$ cat config.mk
export PLATFORM = sky130hd
export DESIGN_NAME = lifo_stack_param_flat
export DESIGN_NICKNAME = d
export VERILOG_FILES = /design/src/rtl/lifo_stack_param_if.sv /design/src/rtl/lifo_stack_param.sv /design/src/flat_wrapper.sv
export SDC_FILE = /design/constraint.sdc
export NUM_CORES = 1
export LEC_CHECK = 0
export BUFFER_PORTS_ARGS = -buffer_cell sky130_fd_sc_hd__buf_2
export CAP_MARGIN = 10
export CORE_ASPECT_RATIO = 0.9
export CORE_UTILIZATION = 50
export CTS_CLUSTER_DIAMETER = 80
export CTS_CLUSTER_SIZE = 10
export DETAILED_ROUTE_END_ITERATION = 8
export PLACE_DENSITY = 0.79
export SKIP_CTS_REPAIR_TIMING = 1
export SYNTH_ARGS = -nofsm -noshare
export SYNTH_HDL_FRONTEND = slang
export SYNTH_SLANG_ARGS = --single-unit
$ cat constraint.sdc
create_clock -name clk -period 3.9 [get_ports clk]
set_input_delay 0.585 -clock clk [delete_from_list [all_inputs] [get_ports clk]]
set_output_delay 0.585 -clock clk [all_outputs]
set_load 0.05 [all_outputs]
$ cat src/rtl/lifo_stack_param_if.sv
// Bus bundle for lifo_stack_param: control, data and status between producer/consumer and stack.
interface lifo_stack_param_if #(
   parameter int unsigned WIDTH = 8,
   parameter int unsigned DEPTH = 8
);
   localparam int unsigned CW = $clog2(DEPTH + 1);

   logic             clr;
   logic             wn;
   logic             rn;
   logic [WIDTH-1:0] in;
   logic [WIDTH-1:0] out;
   logic             full;
   logic             empty;
   logic             afull;
   logic [CW-1:0]    count;
   logic             overflow;
   logic             underflow;

   modport master (
      output clr, wn, rn, in,
      input  out, full, empty, afull, count, overflow, underflow
   );

   modport slave (
      input  clr, wn, rn, in,
      output out, full, empty, afull, count, overflow, underflow
   );
endinterface

$ cat src/rtl/lifo_stack_param.sv
// Parametrised LIFO stack with occupancy count, almost-full flag, synchronous
// flush, replace-top on simultaneous push/pop and one-cycle error pulses.
module lifo_stack_param #(
   parameter int unsigned WIDTH    = 8,
   parameter int unsigned DEPTH    = 8,
   parameter int unsigned AF_LEVEL = DEPTH - 1
) (
   input logic               clk,
   input logic               rst,
   lifo_stack_param_if.slave bus
);
   localparam int unsigned CW = $clog2(DEPTH + 1);
   localparam int unsigned AW = $clog2(DEPTH);

   logic [WIDTH-1:0] r_mem [DEPTH];
   logic [CW-1:0]    r_sp;
   logic [WIDTH-1:0] r_out;
   logic             r_ovf;
   logic             r_unf;

   logic             w_full;
   logic             w_empty;
   logic             w_afull;
   logic [AW-1:0]    w_top_idx;
   logic [AW-1:0]    w_wr_idx;
   logic             w_mem_we;

   // Status flags derived directly from the stack pointer.
   always_comb begin
      w_full    = (r_sp == CW'(DEPTH));
      w_empty   = (r_sp == '0);
      w_afull   = (r_sp >= CW'(AF_LEVEL));
      w_top_idx = AW'(r_sp - CW'(1));
   end

   // Memory write decode: a push writes above the top, a replace overwrites the top.
   always_comb begin
      w_mem_we = 1'b0;
      w_wr_idx = AW'(r_sp);
      if (!bus.clr) begin
         if (bus.wn && !bus.rn && !w_full) begin
            w_mem_we = 1'b1;
         end else if (bus.wn && bus.rn && !w_empty) begin
            w_mem_we = 1'b1;
            w_wr_idx = w_top_idx;
         end
      end
   end

   // Storage array; contents are don't-care after reset so it carries no reset.
   always_ff @(posedge clk) begin
      if (w_mem_we) begin
         r_mem[w_wr_idx] <= bus.in;
      end
   end

   // Stack pointer, registered read data and error pulses; clr dominates wn/rn.
   always_ff @(posedge clk or negedge rst) begin
      if (!rst) begin
         r_sp  <= '0;
         r_out <= '0;
         r_ovf <= 1'b0;
         r_unf <= 1'b0;
      end else begin
         r_ovf <= 1'b0;
         r_unf <= 1'b0;
         if (bus.clr) begin
            r_sp <= '0;
         end else begin
            case ({bus.wn, bus.rn})
               2'b10: begin
                  if (w_full) r_ovf <= 1'b1;
                  else        r_sp  <= r_sp + CW'(1);
               end
               2'b01: begin
                  if (w_empty) begin
                     r_unf <= 1'b1;
                  end else begin
                     r_out <= r_mem[w_top_idx];
                     r_sp  <= r_sp - CW'(1);
                  end
               end
               2'b11: begin
                  // Empty replace bypasses input straight to out without touching sp.
                  if (w_empty) r_out <= bus.in;
                  else         r_out <= r_mem[w_top_idx];
               end
               default: ;
            endcase
         end
      end
   end

   assign bus.out       = r_out;
   assign bus.count     = r_sp;
   assign bus.full      = w_full;
   assign bus.empty     = w_empty;
   assign bus.afull     = w_afull;
   assign bus.overflow  = r_ovf;
   assign bus.underflow = r_unf;

endmodule

$ cat src/flat_wrapper.sv
// flat-port wrapper written by rule: the top's interface ports become plain ports
module lifo_stack_param_flat 
#(
   parameter int unsigned WIDTH    = 8,
   parameter int unsigned DEPTH    = 8,
   parameter int unsigned AF_LEVEL = DEPTH - 1
)
  (clk, rst, bus_clr, bus_wn, bus_rn, bus_in, bus_out, bus_full, bus_empty, bus_afull, bus_count, bus_overflow, bus_underflow);
  lifo_stack_param_if #(.WIDTH(WIDTH), .DEPTH(DEPTH)) bus_i ();
  input logic clk;
  input logic rst;
  input wire logic [$bits(bus_i.clr)-1:0] bus_clr;
  input wire logic [$bits(bus_i.wn)-1:0] bus_wn;
  input wire logic [$bits(bus_i.rn)-1:0] bus_rn;
  input wire logic [$bits(bus_i.in)-1:0] bus_in;
  output wire logic [$bits(bus_i.out)-1:0] bus_out;
  output wire logic [$bits(bus_i.full)-1:0] bus_full;
  output wire logic [$bits(bus_i.empty)-1:0] bus_empty;
  output wire logic [$bits(bus_i.afull)-1:0] bus_afull;
  output wire logic [$bits(bus_i.count)-1:0] bus_count;
  output wire logic [$bits(bus_i.overflow)-1:0] bus_overflow;
  output wire logic [$bits(bus_i.underflow)-1:0] bus_underflow;
  assign bus_i.clr = bus_clr;
  assign bus_i.wn = bus_wn;
  assign bus_i.rn = bus_rn;
  assign bus_i.in = bus_in;
  assign bus_out = bus_i.out;
  assign bus_full = bus_i.full;
  assign bus_empty = bus_i.empty;
  assign bus_afull = bus_i.afull;
  assign bus_count = bus_i.count;
  assign bus_overflow = bus_i.overflow;
  assign bus_underflow = bus_i.underflow;
  lifo_stack_param #(.WIDTH(WIDTH), .DEPTH(DEPTH), .AF_LEVEL(AF_LEVEL)) u_core (.clk(clk), .rst(rst), .bus(bus_i));
endmodule
==> impl_metrics.env, run 1 <==
export IMPL_status="finished, final reports clean"
export IMPL_rsz0062_at_grt="no"
export IMPL_num_nets_final=280
export IMPL_cts_clk_slew_worst_paths_ns=0.08
export IMPL_grt_pass1_vias=1979
export IMPL_syn_avg_cell_area_um2=15.5
export IMPL_synthCells=225
export IMPL_drt_pass1_iterations=4
export IMPL_synth_nets=240
export IMPL_startpoint_type="register"
export IMPL_synth_adder_area_share=0.00719
export IMPL_antenna_found_initial=0
export IMPL_globalplace_congestion=0.866
export IMPL_worstPathRequired_ns=3.95
export IMPL_cap_violations=0
export IMPL_yosysSeqAreaShare=0.653
export IMPL_reg2reg_depth=8
export IMPL_routedWlPerCell_um=17.4
export IMPL_initial_core_util=0.523
export IMPL_worst_slack_ns=1.11
export IMPL_min_period_over_period=0.715
export IMPL_synth_top_cell_area_share=0.553
export IMPL_rows=28
export IMPL_grt_overflow=0
export IMPL_die_area_um2=7290
export IMPL_powerDensity_nw_per_um2=589
export IMPL_avgViaCountPerCell=5.44
export IMPL_dp_hpwl_um=4290
export IMPL_synthTopCellsByCount="edfxtp_1, mux2i_1, nor3_1, dfrtp_1, nand2_1"
export IMPL_cp_max_fo=8
export IMPL_period_needed_ns=2.79
export IMPL_synthesis_area_um2=3480
export IMPL_dp_slack_ns=1.13
export IMPL_core_area_um2=6660
export IMPL_fin_setup_tns_ns=0
export IMPL_timing_worst_setup_path_type="register to register"
export IMPL_muxShareOfSynthArea=0.150
export IMPL_fp_dieH_um=81.1
export IMPL_worstSkewPairLatency_ns=0.34
export IMPL_synth_top_family_by_area="multiplexers"
export IMPL_worstMarginPinSlew_ns=0.738
export IMPL_chipWidth_um=89.9
export IMPL_grt_first_pass_wirelength_um=10400
export IMPL_first_iter_violations=137
export IMPL_vias=1959
export IMPL_final_max_slew_violation_count=0
export IMPL_ys_flop_type="edfxtp_1"
export IMPL_max_slew_margin_rel=0.504
export IMPL_finalSetupViolCount=0
export IMPL_synth_edf_count=64
export IMPL_synth_xor_area_frac=0.0122
export IMPL_area_growth_pct=13.5
export IMPL_port_buffers=29
export IMPL_drc=0
export IMPL_place_area_um2=3710
export IMPL_cp_data_arrival_time_ns=2.84
export IMPL_async_flop_share=0.179
export IMPL_cts_root_buf="clkbuf_8"
export IMPL_yosysTopAreaCell="edfxtp_1"
export IMPL_grt_max_degree=21
export IMPL_drive_above_1_share=0.263
export IMPL_yosysMostFrequentCell="edfxtp_1"
export IMPL_tritoncts="built"
export IMPL_htree_levels=3
export IMPL_final_hold_violation_count=0
export IMPL_wirelength_um=6260
export IMPL_stdcell_area_um2=3950
export IMPL_synth_seq_cells=78
export IMPL_n_antenna_cell=0
export IMPL_worst_clock_skew_ns=0.0111
export IMPL_hold_class="input port to asynchronous set/reset pin"
export IMPL_peakVddDrop_v=0.000301
export IMPL_ys_warnings_count=0
export IMPL_clock_path_buffers=2
export IMPL_synth_cell_types=40
export IMPL_track_usage=0.195
export IMPL_whs_ns=0.145
export IMPL_cts_made_buffers=9
export IMPL_endpoint_kind="register"
export IMPL_synth_compound_area_frac=0.0468
export IMPL_leakagePower_nw=1.48
export IMPL_ys_top_cells_by_area="edfxtp_1, dfrtp_1, mux2i_1, mux4_2, nor3_1"
export IMPL_drtAntennaViolNets=0
export IMPL_pin_count=30
export IMPL_fmax_ghz=0.358
export IMPL_cts_sinks=78
export IMPL_synthSimpleGateAreaFrac=0.0917
==> cell usage in the layout (no fill, tap or decap), drive strengths merged <==
| cell | count |
|---|---|
| or3 | 1 |
| nand2 | 12 |
| inv | 4 |
| nand4 | 1 |
| o22a | 2 |
| mux4 | 8 |
| nor3 | 15 |
| xnor2 | 2 |
| a21o | 2 |
| or3b | 1 |
| dfrtp | 14 |
| o31ai | 8 |
| nand2b | 3 |
| mux2i | 33 |
| ha | 2 |
| nand3 | 2 |
| clkinv | 3 |
| o21ai | 6 |
| a21oi | 4 |
| a211oi | 1 |
| nand3b | 1 |
| nor2 | 9 |
| bufinv | 3 |
| buf | 41 |
| clkbuf | 10 |
| xor2 | 2 |
| edfxtp | 64 |
| mux2 | 1 |
| nand4b | 1 |
| nor2b | 2 |
| and2 | 8 |
| and3 | 2 |
| and3b | 1 |
| o21a | 1 |
==> registers in the layout, indices dropped and copies added (netlist names) <==
register	count
u_core.bus.count	4
u_core.r_mem	64
u_core.bus.overflow	1
u_core.bus.out	8
u_core.bus.underflow	1
==> cell families after synthesis <==
| group | count (synthesis) |
|---|---|
| simple gates | 59 |
| fa+ha+maj | 2 |
| xor+xnor | 4 |
| mux | 42 |
| compound gates | 24 |
| flops | 78 |
| buf+inv | 16 |
==> routing by layer <==
metal / vias up / GRT usage / share of wire
li1: 943 / - / -
met1: 949 / 0.247 / 0.44
met2: 59 / 0.324 / 0.50
met3: 8 / 0.0599 / 0.054
met4: 0 / 0.0661 / 0.011
met5: - / 0 / 0
==> path summary, 6_finish.rpt <==
check	from	to	slack, ns
min	rst	u_core.bus.count[3]	0.15
max in group asynchronous	rst	u_core.bus.out[7]	3.48
max	u_core.bus.count[0]	u_core.r_mem[7][1]	1.11
max reg2reg	u_core.bus.count[0]	u_core.r_mem[7][1]	1.11
min reg2reg	u_core.bus.out[1]	u_core.bus.out[1]	0.48
min in group clk	u_core.bus.out[1]	u_core.bus.out[1]	0.48
==> through the flow <==
| stage | total power, mW | util | instances |
|---|---|---|---|
| global placement | 1.63 | 0.557 | 344 |
| CTS | 2.34 | 0.593 | 360 |
| finish | 2.32 | 0.593 | 360 |
| detailed placement | 1.64 | 0.557 | 344 |
| floorplan | 1.55 | - | 225 |
| global route | 2.42 | 0.593 | 360 |
==> critical path, stage by stage (launching register included) <==
cell and delay, ns:
dfrtp_1 0.49, inv_1 0.10, ha_2 0.26, or3b_4 0.28
clkinv_2 0.11, nor3_1 0.18, o21ai_1 0.15, nor3_1 0.65
buf_4 0.29
==> cell type report <==
cell class / instances / area [µm²]
sequential: 78 / 2270
clock inverter: 6 / 109
tap: 90 / 113
multi-input combinational: 131 / 1070
clock buffer: 10 / 128
inverter: 4 / 16.3
timing repair buffer: 41 / 235
fill: 532 / 2710
==> power by group <==
| part | leakage [nW] | internal [mW] | switching, mW | total (mW) |
|---|---|---|---|---|
| Combinational | 0.606 | 0.232 | 0.397 | 0.629 |
| Clock | 0.121 | 0.426 | 0.284 | 0.709 |
| Sequential | 0.757 | 0.957 | 0.0296 | 0.986 |
Power figures use the tool's default switching activity.
==> run 2, diff against run 1 <==
==> constraint.sdc (replaced) <==
create_clock -name clk -period 2.7 [get_ports clk]
set_input_delay 0.405 -clock clk [delete_from_list [all_inputs] [get_ports clk]]
set_output_delay 0.405 -clock clk [all_outputs]
set_load 0.05 [all_outputs]
==> impl_metrics.env, run 2 (synthesis results as in run 1) <==
export IMPL_status="finished, final reports clean"
export IMPL_cap_violations=0
export IMPL_num_nets_final=280
export IMPL_area_growth_pct=14.6
export IMPL_cp_max_fo=8
export IMPL_first_iter_violations=110
export IMPL_rows=28
export IMPL_min_period_over_period=0.896
export IMPL_regMostFlops="u_core.r_mem"
export IMPL_cts_root_buf="clkbuf_8"
export IMPL_cts_made_buffers=9
export IMPL_cp_slowest_cell="nor3_4"
export IMPL_p_total_mw=3.11
export IMPL_dp_slack_ns=0.292
export IMPL_wirelength_um=6300
export IMPL_endpoint_kind="register"
export IMPL_die_area_um2=7290
export IMPL_drt_pass1_iterations=4
export IMPL_slowest_delay_ns=0.56
export IMPL_max_slew_margin_rel=0.619
export IMPL_cts_clk_slew_worst_paths_ns=0.07
export IMPL_finalSetupViolCount=0
export IMPL_leakagePower_nw=1.46
export IMPL_vias=1961
export IMPL_switching_power_mw=1.06
export IMPL_rsz0062_at_grt="no"
export IMPL_grt_max_degree=18
export IMPL_worstMarginPinSlew_ns=0.570
export IMPL_drtAntennaViolNets=0
export IMPL_hold_class="input port to register"
export IMPL_fin_setup_tns_ns=0
export IMPL_track_usage=0.190
export IMPL_cts_sinks=78
export IMPL_p_seq_frac=0.457
export IMPL_clock_path_buffers=2
export IMPL_routedWlPerCell_um=17.5
export IMPL_final_hold_violation_count=0
export IMPL_port_buffers=29
export IMPL_path_cells="inv_1, ha_2, buf_4, and3b_1, nor3_1, o21ai_2, nor3_4"
export IMPL_startpoint_type="register"
export IMPL_grt_pass1_vias=1881
export IMPL_combPwrFrac=0.309
export IMPL_swShare=0.340
export IMPL_fin_cells=360
export IMPL_powerDensity_nw_per_um2=781
export IMPL_cp_data_arrival_time_ns=2.40
export IMPL_timing_worst_setup_path_type="register to register"
export IMPL_layout_common_cells="edfxtp_1, mux2i_1, buf_2"
export IMPL_antenna_found_initial=0
export IMPL_worst_slack_ns=0.280
export IMPL_placed_cells=343
export IMPL_worst_clock_skew_ns=0.00602
export IMPL_htree_levels=3
export IMPL_avgViaCountPerCell=5.45
export IMPL_fp_dieH_um=81.1
export IMPL_globalplace_congestion=0.794
export IMPL_fmax_ghz=0.413
export IMPL_drc=0
export IMPL_dp_hpwl_um=4290
export IMPL_n_antenna_cell=0
export IMPL_tritoncts="built"
export IMPL_period_needed_ns=2.42
export IMPL_grt_overflow=0
export IMPL_final_max_slew_violation_count=0
export IMPL_final_common_cell="edfxtp_1"
export IMPL_drive_above_1_share=0.304
export IMPL_pwr_share_clk=0.234
export IMPL_largest_reg_flops=64
export IMPL_peakVddDrop_v=0.000418
export IMPL_chipWidth_um=89.9
export IMPL_worstSkewPairLatency_ns=0.34
export IMPL_initial_core_util=0.523
export IMPL_p_int_mw=2.06
export IMPL_pin_count=30
export IMPL_grt_first_pass_wirelength_um=10000
export IMPL_core_area_um2=6660
export IMPL_worstPathRequired_ns=2.68
run 2: power groups by stage:
stage	Clock (mW)	Combinational, mW	Sequential, mW
3_5_place_dp	0	0.966	1.45
4_1_cts	0.743	0.967	1.42
6_report	0.729	0.961	1.42
3_3_place_gp	0	0.955	1.45
2_1_floorplan	0	0.623	1.65
5_1_grt	0.783	1.02	1.43
run 2: area by class of cell:
class,count,area [µm²]
clock buffers,9,124
clock inverters,7,41.3
fillers,515,2670
inverters,4,20.0
multi-input cells,131,1180
flip-flops and latches,78,2270
well taps,90,113
repair buffers,41,238
run 2: stage by stage:
stage | instance area, µm² | utilization | hold slack (ns)
floorplan | 3590 | - | 0.109
global placement | 3810 | 0.572 | 0.337
detailed placement | 3810 | 0.572 | 0.346
CTS | 3980 | 0.597 | -0.0325
global route | 3990 | 0.599 | 0.315
finish | 3990 | 0.599 | 0.328
run 2: final timing paths:
check | startpoint | slack, ns | endpoint | cells past startpoint
max in group asynchronous | rst | 1.90 | u_core.bus.count[0] | 2
min in group asynchronous | rst | 0.51 | u_core.bus.out[7] | 2
setup reg to reg | u_core.bus.count[1] | 0.28 | u_core.r_mem[2][6] | 7
hold reg to reg | u_core.bus.out[0] | 0.47 | u_core.bus.out[0] | 2
setup / recovery | u_core.bus.count[1] | 0.28 | u_core.r_mem[2][6] | 7
hold / removal | bus_clr | 0.33 | u_core.bus.count[0] | 2
run 2: critical path, delay by kind of cell (launching register included):
family                   cells  cell delay, ns
adder cells (fa/ha/maj)      1            0.18
flip-flops                   1            0.45
AO/OA/AOI/OAI                1            0.19
buffers and inverters        2            0.25
AND/OR/NAND/NOR              3            0.97
run 2: per-layer routing:
layer	global-route usage	part of all wire	wire length, µm	vias up
li1	-	-	-	941
met1	0.249	0.46	2890	966
met2	0.312	0.49	3110	47
met3	0.0552	0.038	241	7
met4	0.0613	0.0094	59	0
met5	0	0	0	-
